## src/rtl/fixed_point_sub_pipe_if.sv

```systemverilog
// Handshake bundle for the sign-magnitude subtractor pipe.
// The master side drives operands and out_ready; the slave side (the pipe) drives results.
interface fixed_point_sub_pipe_if #(
  parameter int WIDTH = 32
);
  logic             in_valid;
  logic             in_ready;
  logic [WIDTH-1:0] in_a;
  logic [WIDTH-1:0] in_b;
  logic             out_valid;
  logic             out_ready;
  logic [WIDTH-1:0] out_c;
  logic             out_ovf;

  modport master (
    output in_valid, in_a, in_b, out_ready,
    input  in_ready, out_valid, out_c, out_ovf
  );

  modport slave (
    input  in_valid, in_a, in_b, out_ready,
    output in_ready, out_valid, out_c, out_ovf
  );
endinterface

```

## src/rtl/fixed_point_sub_pipe.sv

```systemverilog
// Two-stage sign-magnitude subtractor C = A - B with valid/ready on both sides.
// Define FXP_SUB_SAT_EN to clamp overflowed magnitudes instead of wrapping them.
module fixed_point_sub_pipe #(
  parameter int WIDTH = 32
) (
  input  logic                 clk,
  input  logic                 rst,
  fixed_point_sub_pipe_if.slave bus
);
  localparam int MW = WIDTH - 1;

  logic          s1_valid;
  logic          s1_sign;
  logic          s1_sub;
  logic [MW-1:0] s1_big;
  logic [MW-1:0] s1_small;

  logic             s2_valid;
  logic [WIDTH-1:0] s2_c;
  logic             s2_ovf;

  logic          s1_adv;
  logic          s2_adv;

  logic [MW-1:0] mag_a;
  logic [MW-1:0] mag_b;
  logic          sign_a;
  logic          sign_b_eff;
  logic          a_ge;
  logic          eff_sub;
  logic [MW-1:0] big_n;
  logic [MW-1:0] small_n;
  logic          sign_n;

  logic [MW:0]   raw;
  logic          ovf_n;
  logic [MW-1:0] mag_res;
  logic          sign_res;

  assign s2_adv      = ~s2_valid | bus.out_ready;
  assign s1_adv      = ~s1_valid | s2_adv;
  assign bus.in_ready = ~rst & s1_adv;

  assign bus.out_valid = s2_valid;
  assign bus.out_c     = s2_c;
  assign bus.out_ovf   = s2_ovf;

  // Subtraction becomes addition of A and B with B's sign flipped.
  always_comb begin
    mag_a      = bus.in_a[MW-1:0];
    mag_b      = bus.in_b[MW-1:0];
    sign_a     = bus.in_a[MW];
    sign_b_eff = ~bus.in_b[MW];
    a_ge       = (mag_a >= mag_b);
    eff_sub    = sign_a ^ sign_b_eff;
    big_n      = a_ge ? mag_a : mag_b;
    small_n    = a_ge ? mag_b : mag_a;
    sign_n     = (eff_sub && !a_ge) ? sign_b_eff : sign_a;
  end

  always_comb begin
    raw = s1_sub ? ({1'b0, s1_big} - {1'b0, s1_small})
                 : ({1'b0, s1_big} + {1'b0, s1_small});
    ovf_n = ~s1_sub & raw[MW];
`ifdef FXP_SUB_SAT_EN
    mag_res = ovf_n ? {MW{1'b1}} : raw[MW-1:0];
`else
    mag_res = raw[MW-1:0];
`endif
    // A zero magnitude never carries a sign, including a wrapped overflow.
    sign_res = s1_sign & (|mag_res);
  end

  always_ff @(posedge clk or posedge rst) begin
    if (rst) begin
      s1_valid <= 1'b0;
      s1_sign  <= 1'b0;
      s1_sub   <= 1'b0;
      s1_big   <= '0;
      s1_small <= '0;
      s2_valid <= 1'b0;
      s2_c     <= '0;
      s2_ovf   <= 1'b0;
    end else begin
      if (s1_adv) begin
        s1_valid <= bus.in_valid;
        if (bus.in_valid) begin
          s1_sign  <= sign_n;
          s1_sub   <= eff_sub;
          s1_big   <= big_n;
          s1_small <= small_n;
        end
      end
      if (s2_adv) begin
        s2_valid <= s1_valid;
        if (s1_valid) begin
          s2_c   <= {sign_res, mag_res};
          s2_ovf <= ovf_n;
        end
      end
    end
  end
endmodule
```

## src/flat_wrapper.sv

```systemverilog
// flat-port wrapper written by rule: the top's interface ports become plain ports
module fixed_point_sub_pipe_flat 
#(
  parameter int WIDTH = 32
)
  (clk, rst, bus_in_valid, bus_in_a, bus_in_b, bus_out_ready, bus_in_ready, bus_out_valid, bus_out_c, bus_out_ovf);
  fixed_point_sub_pipe_if #(.WIDTH(WIDTH)) bus_i ();
  input  logic clk;
  input  logic rst;
  input wire logic [$bits(bus_i.in_valid)-1:0] bus_in_valid;
  input wire logic [$bits(bus_i.in_a)-1:0] bus_in_a;
  input wire logic [$bits(bus_i.in_b)-1:0] bus_in_b;
  input wire logic [$bits(bus_i.out_ready)-1:0] bus_out_ready;
  output wire logic [$bits(bus_i.in_ready)-1:0] bus_in_ready;
  output wire logic [$bits(bus_i.out_valid)-1:0] bus_out_valid;
  output wire logic [$bits(bus_i.out_c)-1:0] bus_out_c;
  output wire logic [$bits(bus_i.out_ovf)-1:0] bus_out_ovf;
  assign bus_i.in_valid = bus_in_valid;
  assign bus_i.in_a = bus_in_a;
  assign bus_i.in_b = bus_in_b;
  assign bus_i.out_ready = bus_out_ready;
  assign bus_in_ready = bus_i.in_ready;
  assign bus_out_valid = bus_i.out_valid;
  assign bus_out_c = bus_i.out_c;
  assign bus_out_ovf = bus_i.out_ovf;
  fixed_point_sub_pipe #(.WIDTH(WIDTH)) u_core (.clk(clk), .rst(rst), .bus(bus_i));
endmodule
```

## config.mk

```make
export PLATFORM = sky130hd
export DESIGN_NAME = fixed_point_sub_pipe_flat
export DESIGN_NICKNAME = d
export VERILOG_FILES = /design/src/rtl/fixed_point_sub_pipe_if.sv /design/src/rtl/fixed_point_sub_pipe.sv /design/src/flat_wrapper.sv
export SDC_FILE = /design/constraint.sdc
export NUM_CORES = 1
export LEC_CHECK = 0
export ABC_AREA = 1
export CAP_MARGIN = 40
export CORE_MARGIN = 1.5
export CORE_UTILIZATION = 30
export DETAILED_ROUTE_END_ITERATION = 10
export GPL_TIMING_DRIVEN = 0
export PLACE_DENSITY = 0.47
export SYNTH_ARGS = -nofsm -noshare
export SYNTH_HDL_FRONTEND = slang
export SYNTH_SLANG_ARGS = --single-unit
```

## constraint.sdc

```tcl
create_clock -name clk -period 7.39 [get_ports clk]
set_clock_uncertainty 0.2 [all_clocks]
set_input_delay 2.217 -clock clk [delete_from_list [all_inputs] [get_ports clk]]
set_output_delay 2.217 -clock clk [all_outputs]
set_load 0.1 [all_outputs]
```

**Word-level counts from Yosys, hierarchy flattened**

Index checks and enable logic that the tools add are counted.

- Register bits: 99
- Bits of input ports: 68
- Output and inout port bits: 35
- Logic and storage cells: 31

- $add $sub $neg: 2
- $lt $le $gt $ge: 1
- Muxes and demuxes: 4
- Bitwise operators: 11
- Reduce and logical (&&, ||, !) cells: 5

Operator list:

| kind | count |
|---|---|
| 31-bit 2-to-1 mux | 2 |
| 31-bit by 31-bit adder with 32-bit output | 1 |
| 32-bit 2-to-1 mux | 1 |
| 31-bit by 31-bit subtractor with 32-bit output | 1 |
| 31-bit greater-or-equal comparator | 1 |
| 31-bit OR reduction | 1 |
| 1-bit inverter | 5 |
| 2-bit AND reduction | 2 |
| 1-bit bitwise AND | 3 |
| 1-bit bitwise OR | 2 |
| 1-bit logical AND | 1 |
| 1-bit logical NOT | 1 |
| 1-bit 2-to-1 mux | 1 |
| 1-bit bitwise XOR | 1 |

**Depth between registers and ports, before layout**

Gate-level depths: netlist of the first run.

- Depth after elaboration: 4
- Gate-level depth with buffers: 26
- Depth with buffers taken out: 26

**Worst setup path before layout of the first run**

No wires, ideal clock.

- Kind: input to output
- Start: in rst
- End: out bus_in_ready
- Arrival: 5.081 ns
- Data required time: 4.973 ns
- Setup slack: -0.108 ns
- Stages on the path: 3
- Path buffers: 0
- Path through: inv_1 > nand2_1 > inv_1

- Longest elaborated chain between the ends: 2

RTL lines:

| element | RTL line | RTL |
|---|---|---|
| start, declared | flat_wrapper.sv:9 | `input logic rst;` |
| 1-bit inverter | fixed_point_sub_pipe.sv:42 | `assign bus.in_ready = ~rst & s1_adv;` |
| 1-bit bitwise AND | fixed_point_sub_pipe.sv:42 |  |
| end, declared | flat_wrapper.sv:14 | `output wire logic [$bits(bus_i.in_ready)-1:0] bus_in_ready;` |

No other way between the ends.

**Worst setup path after layout of the first run**

Ends and elaborated chain as after synthesis.

==> impl_metrics.ini, run 1 <==
[timing]
rsz0062_at_grt = false
fin_ws_ns = 0.831
worst_pin_slew_ns = 0.637
hold_viol = 0
fin_crit_ns = 6.56
max_freq_mhz = 152
setup_viol = 0
period_share = 0.888
drv_slew = 0
slew_headroom = 0.576
hold_slack_ns = 0.282

[worst_setup_path]
critPathSlowestCell = clkdlybuf4s50_1
critPathBufInv = 7
critPathTopFamily = buffers and inverters
ff2ff_path_depth = 23
crit_fanout = 36
worstPathRequired_ns = 4.97
end_kind = output port
max_stage_delay_ns = 0.51
start_kind = primary input
setup.worst_path.class = in2out
crit_cells = 8
path_cells = clkdlybuf4s50_1, clkinvlp_4, buf_12, buf_12, nand2_1, inv_1, clkdlybuf4s50_1, buf_8
worst-endpoint-arrival_ns = 4.14

[grt]
grt_usage = 0.186
grt_antenna_before_repair = 0
grt_pass1_wl_mm = 44.7
grt_pass1_vias = 8585
grt_max_degree = 37
grt_overflow = 0

[routing]
firstDrtPassIters = 5
met2WireLength_mm = 11.6
wl_met1_mm = 13.8
viasPerCell = 4.56
drtAntennaViolNets = 0
route.vias.total = 8779
top_layer_used = met4
wirelength_mm = 26.9
drtIter0Drc = 450
met3_length_um = 852
drc = 0
wl_per_cell_um = 14.0

[clock_network]
post_cts_buffers = 0
htree_levels = 3
cts_repair_resize_count = 0
clock-sinks = 99
cts.clk_slew.worst_paths_ns = 0.07
numCtsBuffers = 9
cts-root-buf = clkbuf_16
cts.path.max_buffers = 2
cts_tree = done
cts_hold_buf = 0
worstSkewPairLatency_ns = 0.36

[layout]
utilization = 0.388
seq_area_mm2 = 0.00248
final_area_mm2 = 0.0111
instances_no_fill = 1925
synthToLayoutAreaGrowth_pct = 27.7
fillCellCount = 3145
antennaDiodeCount = 0
multi_input_area_mm2 = 0.00516
nets = 1668
drive_gt1_frac = 0.0623

[pwr]
p_leak_nw = 5.94
vdd_drop_max_mv = 0.127
powerDensity_mw_per_mm2 = 376

[synth]
yosysMostFrequentCell = nand2_1
yosys-top-cells-area = dfrtp_1 29%, nand2_1 22%, nand3_1 9.8%, inv_1 9.7%, ha_1 9.1%
ys.flop_type = dfrtp_1
synth_async_sr_flop_share = 1.00
syn_area_mm2 = 0.00867
synth_warnings = 0
synthesis.nets = 1517
synth_cells = 1385
yosysSeqAreaShare = 0.286
synth_top_cell_by_area = dfrtp_1
synth_seq_cells = 99
yosysUniqueCellTypes = 39
synth_edf_count = 0
synthTopCellsByCount = 498 x nand2_1, 223 x inv_1, 170 x nand3_1
avgSynthCellArea_um2 = 6.26
synthDominantCellAreaShare = 0.286

[die]
initial_utilization = 0.304
io_pins = 103
die_y_um = 173
rows = 62
fp.dieW_um = 173
coreArea_mm2 = 0.0285
dieArea_mm2 = 0.0299

[worst_hold_path]
whs_path_depth = 2
holdCritPathClass = reg2reg

[placed_design]
port_buffers = 102
place_area_mm2 = 0.0108
hpwl_mm = 22.8
place.gp.congestion = 0.868
post-place-ws_ns = 0.793
dpl.cell_count = 1909

[status]
outcome = finished, final reports clean

[job]
max_cap_violations = 0
tightest hold or removal path: cells and delay by family (launching register included):
family,cells,cell delay (ns)
AOI/OAI and AO/OA,1,0.06
DFF,1,0.34
and+or+nand+nor,1,0.05
placed cells by master (no fill, tap or decap), types with 17 or more instances in the layout:
cell,instances
dfrtp_1,99
nand3_1,170
nand2_1,498
nor2_1,107
ha_1,63
inv_1,222
clkdlybuf4s50_1,102
buf_8,33
a21oi_1,39
o21ai_0,27
xor2_1,18
a31oi_1,17
flip-flops by register name, summed over array words and instances (netlist names):
| signal | count |
|---|---|
| u_core.s1_small | 31 |
| u_core.bus.out_valid | 1 |
| u_core.s1_sub | 1 |
| u_core.s1_valid | 1 |
| u_core.bus.out_c | 32 |
| u_core.s1_big | 31 |
| u_core.bus.out_ovf | 1 |
| u_core.s1_sign | 1 |
kinds of logic after synthesis:
logic type,Yosys count,share of synthesized area
compound gates,100,0.0655
xor+xnor,32,0.0323
fa+ha+maj,64,0.0932
buf+inv,264,0.119
flops,99,0.286
simple gates,826,0.404
report_power, final:
part           switching (mW)  internal, mW
Clock                   0.234         0.244
Combinational            1.88         0.988
Sequential              0.124         0.702
path summary, 6_finish.rpt:
path / from / slack, ns / to
max reg2reg: u_core.s1_small[0]$_DFFE_PP0P_ / 3.39 / u_core.bus.out_c[31]$_DFFE_PP0P_
max in group asynchronous: rst / 4.25 / u_core.s1_big[21]$_DFFE_PP0P_
min: u_core.bus.out_c[9]$_DFFE_PP0P_ / 0.28 / u_core.bus.out_c[9]$_DFFE_PP0P_
min reg2reg: u_core.bus.out_c[9]$_DFFE_PP0P_ / 0.28 / u_core.bus.out_c[9]$_DFFE_PP0P_
max: rst / 0.83 / bus_in_ready
min in group asynchronous: rst / 2.05 / u_core.bus.out_c[3]$_DFFE_PP0P_
area by class of cell:
type | count | area share
Inverter | 224 | 0.0763
Clock buffer | 11 | 0.0219
Timing Repair Buffer | 140 | 0.147
Buffer | 40 | 0.0171
Sequential cell | 99 | 0.224
Multi-Input combinational cell | 1022 | 0.466
Tap cell | 384 | 0.0434
Clock inverter | 5 | 0.00407
routing by layer:
layer | GRT usage | vias up
met5 | 0 | -
met4 | 0.0627 | 0
met3 | 0.0145 | 34
met2 | 0.297 | 209
met1 | 0.265 | 3873
li1 | - | 4663
through the flow:
stage / setup TNS, ns / total power, mW
after detailed placement: 0 / 3.71
after floorplan: 0 / 2.73
after global routing: 0 / 4.52
final: 0 / 4.17
after global placement: -1.32 / 3.38
after CTS: 0 / 4.20
(Power assumes the default switching activity.)
==> inputs of run 2 (changes only) <==
--- a/config.mk
+++ b/config.mk
@@ -15,3 +15,4 @@
 export SYNTH_ARGS = -nofsm -noshare
 export SYNTH_HDL_FRONTEND = slang
 export SYNTH_SLANG_ARGS = --single-unit
+export TNS_END_PERCENT = 5
==> results of run 2 <==
No change in the layout: final DEF, timing and power equal those of run 1.
